[config.mk]
export PLATFORM = sky130hd
export DESIGN_NAME = decode_stage
export DESIGN_NICKNAME = d
export VERILOG_FILES = /design/src/rtl/decode_pkg.sv /design/src/rtl/imm_gen.sv /design/src/rtl/decode_stage.sv
export SDC_FILE = /design/constraint.sdc
export NUM_CORES = 1
export LEC_CHECK = 0
export CORE_MARGIN = 3
export CORE_UTILIZATION = 40
export DETAILED_ROUTE_END_ITERATION = 10
export MAX_ROUTING_LAYER = met4
export PLACE_DENSITY_LB_ADDON = 0.3
export SKIP_LAST_GASP = 1
export SYNTH_ARGS = -nofsm -noshare
export SYNTH_HDL_FRONTEND = slang
export SYNTH_SLANG_ARGS = --single-unit
[constraint.sdc]
create_clock -name clk -period 2.77 [get_ports clk]
set_input_delay 0.277 -clock clk [delete_from_list [all_inputs] [get_ports clk]]
set_output_delay 0.277 -clock clk [all_outputs]
set_load 0.01 [all_outputs]
[src/rtl/decode_pkg.sv]
// Shared decode definitions: widths, RV64 base opcodes, immediate formats,
// the registered payload handed to execute and the opcode classifier.
package decode_pkg;

  localparam int unsigned XLEN     = 64;
  localparam int unsigned ILEN     = 32;
  localparam int unsigned REG_AW   = 5;
  localparam int unsigned NUM_REGS = 32;
  localparam int unsigned STALL_W  = 16;
  localparam int unsigned OPC_W    = 7;
  localparam int unsigned F3_W     = 3;
  localparam int unsigned F7_W     = 7;

  localparam logic [OPC_W-1:0] OPC_LOAD      = 7'b0000011;
  localparam logic [OPC_W-1:0] OPC_OP_IMM    = 7'b0010011;
  localparam logic [OPC_W-1:0] OPC_AUIPC     = 7'b0010111;
  localparam logic [OPC_W-1:0] OPC_OP_IMM_32 = 7'b0011011;
  localparam logic [OPC_W-1:0] OPC_STORE     = 7'b0100011;
  localparam logic [OPC_W-1:0] OPC_OP        = 7'b0110011;
  localparam logic [OPC_W-1:0] OPC_LUI       = 7'b0110111;
  localparam logic [OPC_W-1:0] OPC_OP_32     = 7'b0111011;
  localparam logic [OPC_W-1:0] OPC_BRANCH    = 7'b1100011;
  localparam logic [OPC_W-1:0] OPC_JALR      = 7'b1100111;
  localparam logic [OPC_W-1:0] OPC_JAL       = 7'b1101111;

  typedef enum logic [2:0] {
    IMM_I,
    IMM_S,
    IMM_B,
    IMM_U,
    IMM_J,
    IMM_NONE
  } imm_fmt_e;

  // Registered payload presented to execute.
  typedef struct packed {
    logic [REG_AW-1:0] rd;
    logic              reg_write;
    logic [XLEN-1:0]   imm;
    logic [OPC_W-1:0]  opcode;
    logic [F3_W-1:0]   funct3;
    logic [F7_W-1:0]   funct7;
    logic              illegal;
  } decode_t;

  // Per-opcode properties derived from the major opcode alone.
  typedef struct packed {
    imm_fmt_e fmt;
    logic     legal;
    logic     writes_rd;
    logic     uses_rs1;
    logic     uses_rs2;
  } op_class_t;

  // Classify a major opcode; unknown opcodes come back illegal with no imm.
  function automatic op_class_t classify(input logic [OPC_W-1:0] opcode);
    op_class_t c;
    c     = '0;
    c.fmt = IMM_NONE;
    case (opcode)
      OPC_LOAD, OPC_OP_IMM, OPC_OP_IMM_32, OPC_JALR: begin
        c.fmt       = IMM_I;
        c.legal     = 1'b1;
        c.writes_rd = 1'b1;
        c.uses_rs1  = 1'b1;
      end
      OPC_AUIPC, OPC_LUI: begin
        c.fmt       = IMM_U;
        c.legal     = 1'b1;
        c.writes_rd = 1'b1;
      end
      OPC_STORE: begin
        c.fmt      = IMM_S;
        c.legal    = 1'b1;
        c.uses_rs1 = 1'b1;
        c.uses_rs2 = 1'b1;
      end
      OPC_OP, OPC_OP_32: begin
        c.legal     = 1'b1;
        c.writes_rd = 1'b1;
        c.uses_rs1  = 1'b1;
        c.uses_rs2  = 1'b1;
      end
      OPC_BRANCH: begin
        c.fmt      = IMM_B;
        c.legal    = 1'b1;
        c.uses_rs1 = 1'b1;
        c.uses_rs2 = 1'b1;
      end
      OPC_JAL: begin
        c.fmt       = IMM_J;
        c.legal     = 1'b1;
        c.writes_rd = 1'b1;
      end
      default: c.fmt = IMM_NONE;
    endcase
    return c;
  endfunction

endpackage

[src/rtl/imm_gen.sv]
// Combinational immediate extraction: I/S/B/U/J formats sign-extended to XLEN.
module imm_gen
  import decode_pkg::*;
(
  input  logic [ILEN-1:0] instr,
  input  imm_fmt_e        format,
  output logic [XLEN-1:0] imm
);

  // Opcode bits never contribute to an immediate.
  logic unused_opcode_bits;
  assign unused_opcode_bits = ^instr[6:0];

  // Assemble the immediate for the selected format; B and J are halfword aligned.
  always_comb begin
    imm = '0;
    case (format)
      IMM_I: imm = {{(XLEN-12){instr[31]}}, instr[31:20]};
      IMM_S: imm = {{(XLEN-12){instr[31]}}, instr[31:25], instr[11:7]};
      IMM_B: imm = {{(XLEN-13){instr[31]}}, instr[31], instr[7], instr[30:25],
                    instr[11:8], 1'b0};
      IMM_U: imm = {{(XLEN-32){instr[31]}}, instr[31:12], 12'b0};
      IMM_J: imm = {{(XLEN-21){instr[31]}}, instr[31], instr[19:12], instr[20],
                    instr[30:21], 1'b0};
      default: imm = '0;
    endcase
  end

endmodule

[src/rtl/decode_stage.sv]
// RV64 decode stage: one-entry output register to execute, register scoreboard
// for RAW hazards and a saturating stall counter.
// Optional feature: define DECODE_WB_BYPASS_EN to let a writeback retiring in
// the same cycle release a hazard immediately instead of one cycle later.
module decode_stage
  import decode_pkg::*;
(
  input  logic               clk,
  input  logic               reset,
  input  logic               in_valid,
  input  logic [ILEN-1:0]    in_instr,
  output logic               in_ready,
  output logic [REG_AW-1:0]  rs1,
  output logic [REG_AW-1:0]  rs2,
  output logic               out_valid,
  input  logic               out_ready,
  output logic [REG_AW-1:0]  out_rd,
  output logic               out_reg_write,
  output logic [XLEN-1:0]    out_imm,
  output logic [OPC_W-1:0]   out_opcode,
  output logic [F3_W-1:0]    out_funct3,
  output logic [F7_W-1:0]    out_funct7,
  output logic               out_illegal,
  input  logic               wb_valid,
  input  logic [REG_AW-1:0]  wb_rd,
  input  logic               flush,
  output logic [STALL_W-1:0] stall_cnt
);

  localparam logic [0:0] S_EMPTY = 1'b0;
  localparam logic [0:0] S_FULL  = 1'b1;

  logic [0:0]          state;
  logic [0:0]          state_next;
  decode_t             out_q;
  decode_t             dec_c;
  op_class_t           cls;
  logic [XLEN-1:0]     dec_imm;
  logic [NUM_REGS-1:0] scoreboard;
  logic [NUM_REGS-1:0] scoreboard_next;
  logic [NUM_REGS-1:0] clr_vec;
  logic [NUM_REGS-1:0] set_vec;
  logic [NUM_REGS-1:0] pend_view;
  logic                hazard;
  logic                rs1_busy;
  logic                rs2_busy;
  logic                accept;
  logic                issue;

  assign rs1 = in_instr[19:15];
  assign rs2 = in_instr[24:20];

  // Opcode classification of the offered instruction.
  always_comb begin
    cls = classify(in_instr[6:0]);
  end

  imm_gen u_imm_gen (
    .instr  (in_instr),
    .format (cls.fmt),
    .imm    (dec_imm)
  );

  // Decoded fields that load into the output register on accept.
  always_comb begin
    dec_c           = '0;
    dec_c.rd        = in_instr[11:7];
    dec_c.reg_write = cls.legal && cls.writes_rd && (in_instr[11:7] != '0);
    dec_c.imm       = cls.legal ? dec_imm : '0;
    dec_c.opcode    = in_instr[6:0];
    dec_c.funct3    = in_instr[14:12];
    dec_c.funct7    = in_instr[31:25];
    dec_c.illegal   = !cls.legal;
  end

  // Scoreboard set/clear vectors; an instruction issues when execute takes it.
  always_comb begin
    issue   = out_valid && out_ready && !flush;
    clr_vec = wb_valid ? (NUM_REGS'(1) << wb_rd) : '0;
    set_vec = (issue && out_q.reg_write) ? (NUM_REGS'(1) << out_q.rd) : '0;
`ifdef DECODE_WB_BYPASS_EN
    pend_view = scoreboard & ~clr_vec;
`else
    pend_view = scoreboard;
`endif
  end

  // RAW hazard against pending writes and against the instruction held for execute.
  always_comb begin
    rs1_busy = (rs1 != '0) &&
               (pend_view[rs1] || (out_valid && out_q.reg_write && (out_q.rd == rs1)));
    rs2_busy = (rs2 != '0) &&
               (pend_view[rs2] || (out_valid && out_q.reg_write && (out_q.rd == rs2)));
    hazard   = (cls.uses_rs1 && rs1_busy) || (cls.uses_rs2 && rs2_busy);
    in_ready = (!out_valid || out_ready) && !hazard && !flush;
    accept   = in_valid && in_ready;
  end

  // Next-state logic for the output register occupancy.
  always_comb begin
    state_next = state;
    case (state)
      S_EMPTY: begin
        if (accept) state_next = S_FULL;
      end
      S_FULL: begin
        if (flush) state_next = S_EMPTY;
        else if (out_ready && !accept) state_next = S_EMPTY;
      end
      default: state_next = S_EMPTY;
    endcase
  end

  // Occupancy state register.
  always_ff @(posedge clk or negedge reset) begin
    if (!reset) state <= S_EMPTY;
    else        state <= state_next;
  end

  assign out_valid = (state == S_FULL);

  // Output payload register; holds while execute back-pressures.
  always_ff @(posedge clk or negedge reset) begin
    if (!reset)      out_q <= '0;
    else if (accept) out_q <= dec_c;
  end

  assign out_rd        = out_q.rd;
  assign out_reg_write = out_q.reg_write;
  assign out_imm       = out_q.imm;
  assign out_opcode    = out_q.opcode;
  assign out_funct3    = out_q.funct3;
  assign out_funct7    = out_q.funct7;
  assign out_illegal   = out_q.illegal;

  // Set wins over a same-cycle clear; x0 is never tracked.
  always_comb begin
    scoreboard_next    = (scoreboard & ~clr_vec) | set_vec;
    scoreboard_next[0] = 1'b0;
  end

  // Pending-write scoreboard register.
  always_ff @(posedge clk or negedge reset) begin
    if (!reset) scoreboard <= '0;
    else        scoreboard <= scoreboard_next;
  end

  // Saturating count of cycles an offered instruction was held by a hazard.
  always_ff @(posedge clk or negedge reset) begin
    if (!reset) begin
      stall_cnt <= '0;
    end else if (in_valid && hazard && (stall_cnt != {STALL_W{1'b1}})) begin
      stall_cnt <= stall_cnt + STALL_W'(1);
    end
  end

endmodule

# Yosys cells after proc, flatten, opt, wreduce, memory -nomap -nowiden
# Index checks and enable logic that the tools add are counted.
# totals
in_bits,43
regBits,136
elab_cells,91
ramBits,0
out_inout_bits,116
latch_bits,0
memories,0
mem_bits_ro,0
# op_classes
n_mul,0
div_mod_pow,0
n_reduce_logical,37
n_mux,17
bitwise_logic,4
eq_ne,18
n_addsub,1
order_cmp,2
shift,2
# op_table
operator,n
$pmux W64 S5,1
$mux W32,2
$mux W64,1
$shl A1 B5 Y32 const A,2
$and A32 B32 Y32,1
$not A32 Y32,1
$or A32 B32 Y32,1
$eq A7 B6 Y1 const B,4
$eq A7 B5 Y1 const B,3
$eq A7 B7 Y1 const B,3
$logic_and A1 B1 Y1,18
$add A16 B1 Y16 const B,1
$ne A16 B16 Y1 const B,1
$pmux W3 S5,1
$reduce_bool A5 Y1,3
$lt A5 B6 Y1 const B,2
$reduce_or A11 Y1,1
$bmux W1 S5,2
$eq A5 B5 Y1,2
$mux W1,9
$reduce_or A9 Y1,1
$reduce_or A4 Y1,2
$reduce_or A8 Y1,1
$eq A7 B2 Y1 const B,1
9 further kinds,17

# Logic depth before layout (Yosys ltp)
# Gate-level depths: netlist of the first run.
# logic_depth
word_depth,15
ltp_mapped,12
mapped_depth_nobuf,8

# Hierarchy
# A second synthesis of the first run with hierarchy kept.
# unflattened
hier_cells,787
hier_area_um2,7596.0
# modules_own_cells
mod,area_each_um2,cells_per_inst,seq_area_each_um2,n_inst
decode_stage,6839.1,658,3403.3,1
imm_gen,757.0,129,0.0,1

# Worst setup path after synthesis of the first run
# No wires, ideal clock.
# synth_timing
kind,input -> register
start,input port in_instr[15]
end,"register out_q, in the netlist out_imm[11]"
setup_ns,0.125
path_stages,12
path_slack_ns,0.110
arrival_time_ns,2.535
n_path_buf,4
required_time_ns,2.645
path_cell_list,buf_2 -> buf_2 -> mux2i_1 -> a22oi_1 -> a211o_1 -> o311ai_0 -> o21ai_0 -> a32oi_4 -> nand3_2 -> buf_4 -> buf_6 -> mux2_4
# synth_between
elab_chain_cells,10
elab_cells_between_ends,13
cone_classes,eq/ne: 1; mux: 2; reduce/logical: 10
# synth_rtl
item,line,rtl
from (decl),decode_stage.sv:11,"input logic [ILEN-1:0] in_instr,"
$bmux W1 S5 / $eq A5 B5 Y1 (equally long branches),decode_stage.sv:91,(pend_view[rs1] || (out_valid && out_q.reg_write && (out_q.rd == rs1)));
$mux W1 (not written as such) / $logic_and A1 B1 Y1 (equally long branches),decode_stage.sv:91,
$logic_or A1 B1 Y1,decode_stage.sv:91,
$logic_and A1 B1 Y1 *,decode_stage.sv:90,rs1_busy = (rs1 != '0) &&
$logic_and A1 B1 Y1 *,decode_stage.sv:94,hazard = (cls.uses_rs1 && rs1_busy) || (cls.uses_rs2 && rs2_busy);
$logic_or A1 B1 Y1 *,decode_stage.sv:94,
$logic_not A1 Y1 *,decode_stage.sv:95,in_ready = (!out_valid || out_ready) && !hazard && !flush;
$logic_and A1 B1 Y1 * (2 in a row),decode_stage.sv:95,
$logic_and A1 B1 Y1 *,decode_stage.sv:96,accept = in_valid && in_ready;
to (signal assigned),decode_stage.sv:124,if (!reset) out_q <= '0;
to (signal assigned),decode_stage.sv:125,else if (accept) out_q <= dec_c;
to (decl),decode_stage.sv:35,decode_t out_q;
# Every way passes the cells marked *; elsewhere a longest branch is shown, timed or not. The select of a mux whose other input is x is not followed.
# A chain may end at the register's enable or synchronous reset.

# Worst setup path in the final report of the first run
# layout_timing
start,input port in_instr[22]
end,"register out_q, in the netlist out_imm[3]"
# layout_between
elab_chain_cells,10
elab_cells_between_ends,13
cone_classes,eq/ne: 1; mux: 2; reduce/logical: 10
# layout_rtl
item,line,rtl
$bmux W1 S5 / $eq A5 B5 Y1 (equally long branches),decode_stage.sv:93,(pend_view[rs2] || (out_valid && out_q.reg_write && (out_q.rd == rs2)));
$mux W1 (not written as such) / $logic_and A1 B1 Y1 (equally long branches),decode_stage.sv:93,
$logic_or A1 B1 Y1,decode_stage.sv:93,
$logic_and A1 B1 Y1 *,decode_stage.sv:92,rs2_busy = (rs2 != '0) &&
$logic_and A1 B1 Y1 *,decode_stage.sv:94,
$logic_or A1 B1 Y1 *,decode_stage.sv:94,
$logic_not A1 Y1 *,decode_stage.sv:95,
$logic_and A1 B1 Y1 * (2 in a row),decode_stage.sv:95,
$logic_and A1 B1 Y1 *,decode_stage.sv:96,
# Marks and branches as above.

==> results of run 1 <==
## power by group
part	internal, mW	switching, mW	total (mW)	leakage, nW
Combinational	0.570	0.467	1.04	2.17
Clock	0.712	0.584	1.30	0.146
Sequential	1.64	0.0978	1.74	1.39
Total	2.92	1.15	4.07	3.70
## worst max-delay path: cells and delay by family
kind | cells | cell delay [ns]
AO/OA/AOI/OAI | 4 | 0.63
buffers and inverters | 4 | 1.22
multiplexers | 1 | 0.30
AND/OR/NAND/NOR | 3 | 0.52
## area by class of cell
type                       count  area, um2  share of cell area, %
multi-input combinational    376       2720                   33.0
clock buffer                   9        225                   2.74
timing repair buffer         234       2260                   27.5
clock inverter                 6       77.6                  0.944
tap                          180        225                   2.74
sequential                   104       2600                   31.7
inverter                      31        116                   1.42
## worst max-delay path by stage
stage                           start                         to  slack [ns]  cells past startpoint
5_1_grt        pend_view[4]$_DFF_PN0_     out_imm[3]$_DFFE_PN0P_     -0.0003                     10
3_5_place_dp             in_instr[15]  out_opcode[1]$_DFFE_PN0P_       -0.60                     13
3_3_place_gp             in_instr[15]  out_funct3[1]$_DFFE_PN0P_       -0.55                     13
4_1_cts                  in_instr[16]    out_imm[62]$_DFFE_PN0P_       -0.04                     12
2_1_floorplan            in_instr[15]    out_imm[11]$_DFFE_PN0P_        0.11                     12
6_report                 in_instr[22]     out_imm[3]$_DFFE_PN0P_        0.06                     12
## repair_timing
item / CTS / global route
pin swaps: 0 / 3
gates cloned: 1 / 1
buffers inserted: 1 / 0
endpoints found under the setup margin: 61 / 60
gates resized for setup: 12 / 13
hold buffers: 1 / 0
hold endpoints to repair: 22 / 0
## state kept, by name, indices dropped and copies added (netlist names)
signal / cells
out_imm: 32
pend_view: 31
stall_cnt: 16
out_funct7: 7
out_opcode: 7
out_rd: 5
out_funct3: 3
out_illegal: 1
out_reg_write: 1
out_valid: 1
## metal layers
layer,up-vias,global-route usage [%],share of wire (%)
li1,2369,-,-
met1,2474,29.8,44
met2,279,33.2,45
met3,36,4.17,8.6
met4,0,7.82,2.6
met5,-,-,0
## cell usage after synthesis (2+ instances only)
| cell | n |
|---|---|
| sky130_fd_sc_hd__nand4_1 | 4 |
| sky130_fd_sc_hd__buf_4 | 45 |
| sky130_fd_sc_hd__nand3b_1 | 4 |
| sky130_fd_sc_hd__a31oi_1 | 3 |
| sky130_fd_sc_hd__or2_2 | 3 |
| sky130_fd_sc_hd__o21ai_0 | 71 |
| sky130_fd_sc_hd__a22oi_1 | 14 |
| sky130_fd_sc_hd__a21oi_1 | 24 |
| sky130_fd_sc_hd__inv_1 | 31 |
| sky130_fd_sc_hd__or3_1 | 4 |
| sky130_fd_sc_hd__nand4b_1 | 3 |
| sky130_fd_sc_hd__mux2_4 | 4 |
| sky130_fd_sc_hd__and2_1 | 5 |
| sky130_fd_sc_hd__nor3_1 | 13 |
| sky130_fd_sc_hd__buf_2 | 6 |
| sky130_fd_sc_hd__a221oi_1 | 2 |
| sky130_fd_sc_hd__nand2_1 | 23 |
| sky130_fd_sc_hd__and3_1 | 7 |
| sky130_fd_sc_hd__a211o_1 | 2 |
| sky130_fd_sc_hd__nor3b_1 | 3 |
| sky130_fd_sc_hd__nor2b_1 | 10 |
| sky130_fd_sc_hd__or3b_2 | 2 |
| sky130_fd_sc_hd__nand2b_1 | 10 |
| sky130_fd_sc_hd__a211oi_1 | 3 |
| sky130_fd_sc_hd__a22o_1 | 6 |
| sky130_fd_sc_hd__nand3_1 | 18 |
| sky130_fd_sc_hd__nor2_1 | 12 |
| sky130_fd_sc_hd__xnor2_1 | 8 |
| sky130_fd_sc_hd__mux2_2 | 29 |
| sky130_fd_sc_hd__o21bai_1 | 3 |
| sky130_fd_sc_hd__xor2_1 | 17 |
| sky130_fd_sc_hd__mux2i_1 | 54 |
| sky130_fd_sc_hd__clkbuf_1 | 17 |
| sky130_fd_sc_hd__dfrtp_1 | 104 |
| sky130_fd_sc_hd__nor4_1 | 3 |
## cell families after synthesis
kind of cell | after synthesis
adders and majority gates | 1
muxes | 88
AOI/OAI and AO/OA | 136
buffers and inverters | 101
DFF | 104
and+or+nand+nor | 126
xor gates and xnor gates | 25
## per-stage QoR
step	utilization (%)	hold slack, ns	setup TNS (ns)	area (um2)
after CTS	58.0	0.347	-0.751	8170
after detailed placement	55.4	0.184	-36.06	7800
final	58.3	0.378	0	8220
after global placement	55.4	0.183	-33.35	7800
after floorplan	-	-0.0186	0	5850
after global routing	58.3	0.397	-0.000305	8220
==> reports/qor.yml, run 1 <==
status: "complete, no violations"
ys_ff_latch: 104
nFillCells: 1178
longest_individual_stage_delay_on_the_worst_path_ns: 0.62
synth-compound-area-share_pct: 14.1
buffer_ports.inserted: 158
synthesis.instances: 581
grt_max_degree: 83
drc: 0
finalCritPeriodShare_pct: 98.0
p_leak_nw: 3.70
ys_top_cells_by_area: "sky130_fd_sc_hd__dfrtp_1, sky130_fd_sc_hd__mux2i_1, sky130_fd_sc_hd__o21ai_0, sky130_fd_sc_hd__buf_4, sky130_fd_sc_hd__mux2_2"
synthMuxAreaShare_pct: 16.0
power_density_nw_per_um2: 495
setup.worst_path.start_class: "input port"
detail_route.iter0.violations: 429
grt_antenna_before_repair: 0
die_area_um2: 16100
syn-num-nets: 625
worst_path_max_delay_cell: "sky130_fd_sc_hd__clkdlybuf4s50_1"
initial_utilization_pct: 41.5
postSynth.asyncResetShare_pct: 100
netlist_area_um2: 5850
nNetsFinal: 800
finalCriticalPeriod_ns: 2.71
row_count: 43
maxSlewHeadroom_pct: 43.6
timing.critical_path.fanout_max: 20
post_layout_nonfiller_instances: 940
overflow: 0
dp_cells: 921
timing.reg2reg.setup_slack_ns: 0.08
critical_path.reg2reg.endpoint: "out_imm[3]$_DFFE_PN0P_"
post-place-ws_ns: -0.599
synth_top_family_by_area: "multiplexers"
synth_top_cell_area_share_pct: 44.5
cts_max_path_buffers: 2
dp_hpwl_mm: 13.0
worst_margin_slew_ns: 0.847
insertion_delay_ns: 0.35
vdd.ir_drop.worst_mv: 0.340
layout.cells.most_common: "sky130_fd_sc_hd__clkdlybuf4s50_1"
max_cap_viol_count: 0
finalSetupViolations: 0
holdCritPathClass: "in2async"
yosys_warnings: 0
routed_wirelength_mm: 17.4
gpl.final_weighted_congestion: 0.951
cts_buffers: 9
r2r_start: "pend_view[15]$_DFF_PN0_"
cells_along_the_critical_path: "clkdlybuf4s50_1 -> nor2b_1 -> buf_4 -> a22oi_1 -> nand2_1 -> a31oi_1 -> a21o_1 -> a32oi_4 -> buf_8 -> nand3_4 -> clkbuf_16 -> mux2_4"
hold_violations: 0
post_layout_total_power_mw: 4.07
syn2layout_area_growth_pct: 40.6
arrival_ns: 2.95
maxClockFrequency_ghz: 0.369
crit_path_end_kind: "flop"
core_um2: 14100
total_vias_in_the_final_route: 5158
synth-xor-area-share_pct: 3.74
cts_root_buffer: "sky130_fd_sc_hd__clkbuf_16"
layout-drive-gt1-share_pct: 18.7
seq_area_frac_synth_pct: 44.5
reg2reg_depth: 11
yosys_top_cell_by_area: "sky130_fd_sc_hd__dfrtp_1"
avgSynthCellArea_um2: 10.1
first_pass_grt_wire_length_mm: 27.2
antennaDiodeCount: 0
synth_flop_cell: "sky130_fd_sc_hd__dfrtp_1"
number_of_global_route_vias_before_repair: 4973
tritoncts_clock_tree: "done"
wl_per_cell_um: 18.5
die_w_um: 127
boundaryPins: 159
finalClockSkew_ns: 0.0110
worst_setup_hold_path_clk_slew_ns: 0.07
worst_slack_ns: 0.0563
cts_num_sinks: 104
layout_common_cells: "sky130_fd_sc_hd__clkdlybuf4s50_1, sky130_fd_sc_hd__dfrtp_1, sky130_fd_sc_hd__o21ai_0"
cts-htree-levels: 3
synth-simple-area-share_pct: 11.8
grt_util_all_layers_pct: 22.0
timing.final.max_slew_violations: 0
die_h_um: 127
synth_adder_area_share_pct: 0.214
viasPerCell: 5.49
crit_type: "in2reg"
antenna_left: 0
synth_cell_type_count: 49
drtPass1Iterations: 5
synth-edff-count: 0
required_ns: 3.01
(Power assumes the default switching activity.)
==> run 2, diff against run 1 <==
Settings changed: MAX_ROUTING_LAYER met4 to not set.
==> run 2 against run 1 <==
- clock skew is 0.00093 ns lower
- non-clock buffer count is 9 lower
- die area unchanged
- wire length is 0.33% lower
- via count shrank 1.7%
- cell count down 0.85%
- power down 0.56%
- sequential power is essentially flat
- flip-flop and latch count stayed put
- fmax is 0.22% lower
- register-to-register slack improved by 0.12 ns
- critical path type is now reg2out
==> reports/qor.yml, run 2 (same netlist as run 1, synthesis figures left out) <==
maxSlewHeadroom_pct: 44.0  # +0.40 points
cts_max_path_buffers: 2  # unchanged
vdd.ir_drop.worst_mv: 0.317  # -6.7%
dp_hpwl_mm: 13.2  # +1.6%
buffer_ports.inserted: 158  # unchanged
syn2layout_area_growth_pct: 39.1
dpl_cell_area_um2: 7750  # -0.71%
unrepaired_setup_endpoints_after_global_routing: "yes"
longest_individual_stage_delay_on_the_worst_path_ns: 0.39  # -0.23 ns
grt-busiest-layer: "met2"
nNetsFinal: 791  # -1.1%
design_area_um2: 8140  # -1.0%
share_clk_of_total_power_pct: 31.8  # about the same
storage_cell_area_um2: 2600  # unchanged
die_h_um: 127  # unchanged
cts_root_buffer: "sky130_fd_sc_hd__clkbuf_16"
worst_margin_slew_ns: 0.841  # -0.00598 ns
arrival_ns: 2.44  # -0.51 ns
detail_route.iter0.violations: 417  # -2.8%
drc: 0  # unchanged
wl_per_cell_um: 18.6  # +0.52%
die_area_um2: 16100  # unchanged
post_layout_nonfiller_instances: 932  # -0.85%
p_comb_share_pct: 25.2  # -0.3 points
groute.layer.met3.usage_pct: 5.77  # +1.6 points
holdCritPathClass: "in2async"
max_ffs_per_register: 32  # unchanged
layout.cells.most_common: "sky130_fd_sc_hd__clkdlybuf4s50_1"
worst_path_max_delay_cell: "sky130_fd_sc_hd__dfrtp_1"
drtPass1Iterations: 5  # unchanged
antenna_left: 0  # unchanged
antennaDiodeCount: 0  # unchanged
grt_antenna_before_repair: 0  # unchanged
finalClockSkew_ns: 0.0101  # -0.000931 ns
nFillCells: 1168  # -0.85%
setup.worst_path.start_class: "flop"
cts_num_sinks: 104  # unchanged
p_sw_share_pct: 28.5  # +0.27 points
grt_util_all_layers_pct: 21.4  # -0.61 points
total_vias_in_the_final_route: 5071  # -1.7%
share_seq_of_total_power_pct: 43.0  # +0.3 points
row_count: 43  # unchanged
number_of_global_route_vias_before_repair: 5023  # +1.0%
multi_input_comb_area_um2: 2730  # +0.32%
cells_along_the_critical_path: "mux2_1 -> a221o_1 -> a211oi_2 -> a31oi_1 -> a21o_1 -> a32oi_4 -> and2_4 -> clkdlybuf4s15_2"
insertion_delay_ns: 0.36  # about the same
post_layout_total_power_mw: 4.05  # -0.56%
max_cap_viol_count: 0  # unchanged
core_um2: 14100  # unchanged
initial_utilization_pct: 41.5  # unchanged
maxClockFrequency_ghz: 0.368  # -0.22%
finalCritPeriodShare_pct: 98.2  # +0.21 points
status: "complete, no violations"
overflow: 0  # unchanged
finalCriticalPeriod_ns: 2.72  # +0.00593 ns
bufs_and_invs_on_worst_path: 1  # -3
p_leak_nw: 3.63  # -1.9%
routed_wirelength_mm: 17.3  # -0.33%
viasPerCell: 5.44  # -0.84%
die_w_um: 127  # unchanged
layout-drive-gt1-share_pct: 17.8  # -0.87 points
timing.final.max_slew_violations: 0  # unchanged
netSwitchingPower_mw: 1.15  # +0.41%
required_ns: 2.49  # -0.52 ns
gpl.final_weighted_congestion: 0.922  # -3.0%
tritoncts_clock_tree: "done"
finalSetupViolations: 0  # unchanged
crit_path_end_kind: "output pin"
cts_buffers: 9  # unchanged
dp_cells: 912  # -0.98%
power_density_nw_per_um2: 497  # +0.48%
layout_common_cells: "sky130_fd_sc_hd__clkdlybuf4s50_1, sky130_fd_sc_hd__dfrtp_1, sky130_fd_sc_hd__o21ai_0"
worst_setup_hold_path_clk_slew_ns: 0.07  # about the same
internal-power_mw: 2.89  # -0.94%
crit_type: "reg2out"
hold_violations: 0  # unchanged
cpLargestDelayFamily: "compound AO/OA/AOI/OAI gates"
cts-htree-levels: 3  # unchanged
globalRouteMet1Util_pct: 28.7  # -1.1 points
first_pass_grt_wire_length_mm: 27.3  # about the same
boundaryPins: 159  # unchanged
met2_resource_use_gr_pct: 34.2  # +0.97 points
timing.critical_path.fanout_max: 2  # -90%
grt_max_degree: 56  # -33%
run 2: changes by cell type in the layout (fill, tap and decap cells not counted), moves of 2 or more:
cell,previous run,this run
sky130_fd_sc_hd__clkbuf_8,0,3
sky130_fd_sc_hd__buf_4,68,59
sky130_fd_sc_hd__nor2b_1,9,7
sky130_fd_sc_hd__buf_12,3,5
sky130_fd_sc_hd__buf_6,1,3
sky130_fd_sc_hd__nor2b_2,0,2
run 2: per-layer routing:
layer | part of all wire [%] | vias up
li1 | - | 2349
met1 | 44 | 2497
met2 | 47 | 204
met3 | 7.4 | 21
met4 | 1.5 | 0
met5 | 0 | -
run 2: final cells by class:
| class | instances | area share [%] |
|---|---|---|
| Clock inverter | 4 | 0.431 |
| Sequential cell | 104 | 32.0 |
| Timing Repair Buffer | 225 | 26.6 |
| Tap cell | 180 | 2.77 |
| Inverter | 31 | 1.43 |
| Multi-Input combinational cell | 376 | 33.5 |
| Clock buffer | 12 | 3.28 |
run 2: stage by stage:
step	worst slack [ns]	TNS [ns]	hold WS (ns)	util, %
finish	0.0504	0	0.489	57.7
global route	-0.0960	-0.0960	0.528	57.7
CTS	0.0206	0	0.503	57.5
detailed placement	-0.490	-25.20	0.356	55.0
global placement	-0.484	-22.04	0.337	55.0
floorplan	0.110	0	-0.0186	-
run 2: worst paths after layout:
kind                                          start                        to  slack (ns)  cells past startpoint
max                          pend_view[5]$_DFF_PN0_                  in_ready        0.05                      8
min                                           reset    out_imm[6]$_DFFE_PN0P_        0.49                      2
max reg2reg                  pend_view[5]$_DFF_PN0_   out_imm[27]$_DFFE_PN0P_        0.20                     11
min reg2reg                stall_cnt[7]$_DFFE_PN0P_  stall_cnt[7]$_DFFE_PN0P_        0.50                      1
max in group asynchronous                     reset   pend_view[18]$_DFF_PN0_        1.54                      3
min in group clk           stall_cnt[7]$_DFFE_PN0P_  stall_cnt[7]$_DFFE_PN0P_        0.50                      1
run 2: timing repair:
item                                   CTS  global route
hold buffers                             1             0
pin swaps                                5             1
endpoints found under the hold margin   49             0
buffers inserted                         3             0
setup endpoints to repair               45            55
gates resized for setup                 14            10
run 2: power by group through the flow:
stage	sequential, mW	combinational (mW)	clock, mW
2_1_floorplan	1.80	0.425	0
3_3_place_gp	1.76	0.991	0
3_5_place_dp	1.77	1.01	0
4_1_cts	1.74	1.02	1.30
5_1_grt	1.75	1.09	1.37
6_report	1.74	1.02	1.29
==> run 3, diff against run 2 <==
Settings changed: SLEW_MARGIN set to 40.
==> run 3 against run 2 <==
- global-route usage unchanged
- cell count unchanged
- non-clock buffer count unchanged
- final area about the same
- combinational power about the same
- power about the same
- flip-flop and latch count unchanged
- clock skew about the same
- utilization about the same
==> reports/qor.yml, run 3 (same netlist as run 1, synthesis figures left out) <==
status: "complete, no violations"
finalClockSkew_ns: 0.0102  # +0.0000626 ns
arrival_ns: 2.45  # about the same
post-route-util_pct: 57.7  # about the same
finalSetupViolations: 0  # unchanged
r2r_start: "pend_view[5]$_DFF_PN0_"
cts_root_buffer: "sky130_fd_sc_hd__clkbuf_16"
worst_margin_slew_ns: 0.757  # -0.0835 ns
p_comb_share_pct: 25.2  # about the same
cts_buffers: 9  # unchanged
dp_hpwl_mm: 13.2  # unchanged
boundaryPins: 159  # unchanged
nNetsFinal: 791  # unchanged
viasPerCell: 5.46  # +0.28%
routed_wire_length_on_met2_mm: 8.14  # -0.13%
netSwitchingPower_mw: 1.15  # about the same
setup.worst_path.start_class: "flop"
maxSlewHeadroom_pct: 49.4  # +5.5 points
required_ns: 2.49  # about the same
insertion_delay_ns: 0.36  # about the same
cts_num_sinks: 104  # unchanged
drc: 0  # unchanged
reg2reg_depth: 11  # unchanged
critical_path.reg2reg.endpoint: "out_imm[27]$_DFFE_PN0P_"
highest-signal-layer: "met4"
grt_antenna_before_repair: 0  # unchanged
layout.cells.most_common: "sky130_fd_sc_hd__clkdlybuf4s50_1"
critical_path.endpoint: "in_ready"
total_vias_in_the_final_route: 5085  # +0.28%
gpl.final_weighted_congestion: 0.922  # unchanged
share_clk_of_total_power_pct: 31.8  # about the same
crit_type: "reg2out"
syn2layout_area_growth_pct: 39.2  # about the same
crit_path_end_kind: "output pin"
timing.reg2reg.setup_slack_ns: 0.20  # about the same
layout-drive-gt1-share_pct: 18.0  # +0.13 points
layout_common_cells: "sky130_fd_sc_hd__clkdlybuf4s50_1, sky130_fd_sc_hd__dfrtp_1, sky130_fd_sc_hd__o21ai_0"
buffer_ports.inserted: 158  # unchanged
max_ffs_per_register: 32  # unchanged
timing.critical_path.fanout_max: 2  # unchanged
p_sw_share_pct: 28.5  # about the same
hold_violations: 0  # unchanged
p_leak_nw: 3.63  # about the same
internal-power_mw: 2.89  # about the same
holdCritPathClass: "in2async"
grt_util_all_layers_pct: 21.4  # unchanged
cts-htree-levels: 3  # unchanged
first_pass_grt_wire_length_mm: 27.3  # unchanged
dpl_cell_area_um2: 7750  # unchanged
die_w_um: 127  # unchanged
finalCritPeriodShare_pct: 98.3  # +0.13 points
unrepaired_setup_endpoints_after_global_routing: "yes"
critPathLaunch: "pend_view[5]$_DFF_PN0_"
design_area_um2: 8140  # about the same
die_h_um: 127  # unchanged
m1WireLength_mm: 7.67  # +0.59%
vdd.ir_drop.worst_mv: 0.317  # about the same
detail_route.iter0.violations: 399  # -4.3%
number_of_global_route_vias_before_repair: 5023  # unchanged
tritoncts_clock_tree: "done"
die_area_um2: 16100  # unchanged
timing.final.max_slew_violations: 0  # unchanged
row_count: 43  # unchanged
met3WireLength_mm: 1.29  # -0.16%
power_density_nw_per_um2: 497  # about the same
worst_setup_hold_path_clk_slew_ns: 0.07  # about the same
drtPass1Iterations: 6  # +1
initial_utilization_pct: 41.5  # unchanged
final.hold.worst_slack_ns: 0.492  # +0.00316 ns
cts_max_path_buffers: 2  # unchanged
core_um2: 14100  # unchanged
post_layout_total_power_mw: 4.05  # about the same
max_cap_viol_count: 0  # unchanged
overflow: 0  # unchanged
share_seq_of_total_power_pct: 43.0  # about the same
routed_wirelength_mm: 17.4  # +0.21%
finalCriticalPeriod_ns: 2.72  # +0.00360 ns
antenna_left: 0  # unchanged
grt_max_degree: 56  # unchanged
maxClockFrequency_ghz: 0.367  # -0.13%
antennaDiodeCount: 0  # unchanged
wl_per_cell_um: 18.6  # +0.21%
[run 3: cell types whose count changed in the layout (fill, tap and decap cells not counted)]
cell | before | now
sky130_fd_sc_hd__dfrtp_1 | 104 | 103
sky130_fd_sc_hd__dfrtp_2 | 0 | 1
[run 3: worst min-delay path by stage]
stage,from,endpoint,slack (ns),cells after the start
finish,reset,out_imm[6]$_DFFE_PN0P_,0.49,2
detailed placement,reset,out_imm[5]$_DFFE_PN0P_,0.36,1
CTS,stall_cnt[7]$_DFFE_PN0P_,stall_cnt[7]$_DFFE_PN0P_,0.50,1
global placement,reset,out_imm[5]$_DFFE_PN0P_,0.34,1
global route,out_imm[0]$_DFFE_PN0P_,out_imm[0]$_DFFE_PN0P_,0.53,1
floorplan,reset,out_funct3[0]$_DFFE_PN0P_,-0.02,0
[run 3: power groups by stage]
stage | clock, mW | combinational [mW] | sequential [mW]
floorplan | 0 | 0.425 | 1.80
global placement | 0 | 0.991 | 1.76
detailed placement | 0 | 1.01 | 1.77
CTS | 1.30 | 1.02 | 1.74
global route | 1.37 | 1.09 | 1.75
finish | 1.28 | 1.02 | 1.74
[run 3: area by class of cell]
| type | instances | area, um2 |
|---|---|---|
| sequential | 104 | 2600 |
| clock inverter | 4 | 35.0 |
| clock buffer | 12 | 267 |
| fill | 1167 | 5960 |
| tap | 180 | 225 |
| multi-input combinational | 376 | 2730 |
| inverter | 31 | 116 |
| timing repair buffer | 225 | 2160 |
[run 3: layer usage]
layer  GRT usage [%]  vias up
met4            6.18        0
met5               0        -
met3            5.77       22
met2            34.2      217
met1            28.7     2498
li1                -     2348
[run 3: timing repair]
action | 4_1_cts | 5_1_grt
hold buffers | 1 | 0
hold endpoints to repair | 49 | 0
endpoints found under the setup margin | 45 | 55
buffers inserted | 3 | 0
resized for setup | 14 | 10
pin swaps | 5 | 1
[run 3: worst max-delay path, stage by stage (launching register included)]
cell and delay [ns]:
sky130_fd_sc_hd__dfrtp_1 0.38, sky130_fd_sc_hd__mux2_1 0.29, sky130_fd_sc_hd__a221o_1 0.34, sky130_fd_sc_hd__a211oi_2 0.20, sky130_fd_sc_hd__a31oi_1 0.07, sky130_fd_sc_hd__a21o_1 0.21, sky130_fd_sc_hd__a32oi_4 0.21, sky130_fd_sc_hd__and2_4 0.18
sky130_fd_sc_hd__clkdlybuf4s15_2 0.22
[run 3: stage by stage]
| step | worst slack (ns) | setup TNS (ns) | std cells |
|---|---|---|---|
| after CTS | 0.0206 | 0 | 932 |
| final | 0.0468 | 0 | 932 |
| after global placement | -0.484 | -22.04 | 912 |
| after floorplan | 0.110 | 0 | 581 |
| after global routing | -0.0960 | -0.0960 | 932 |
| after detailed placement | -0.490 | -25.20 | 912 |
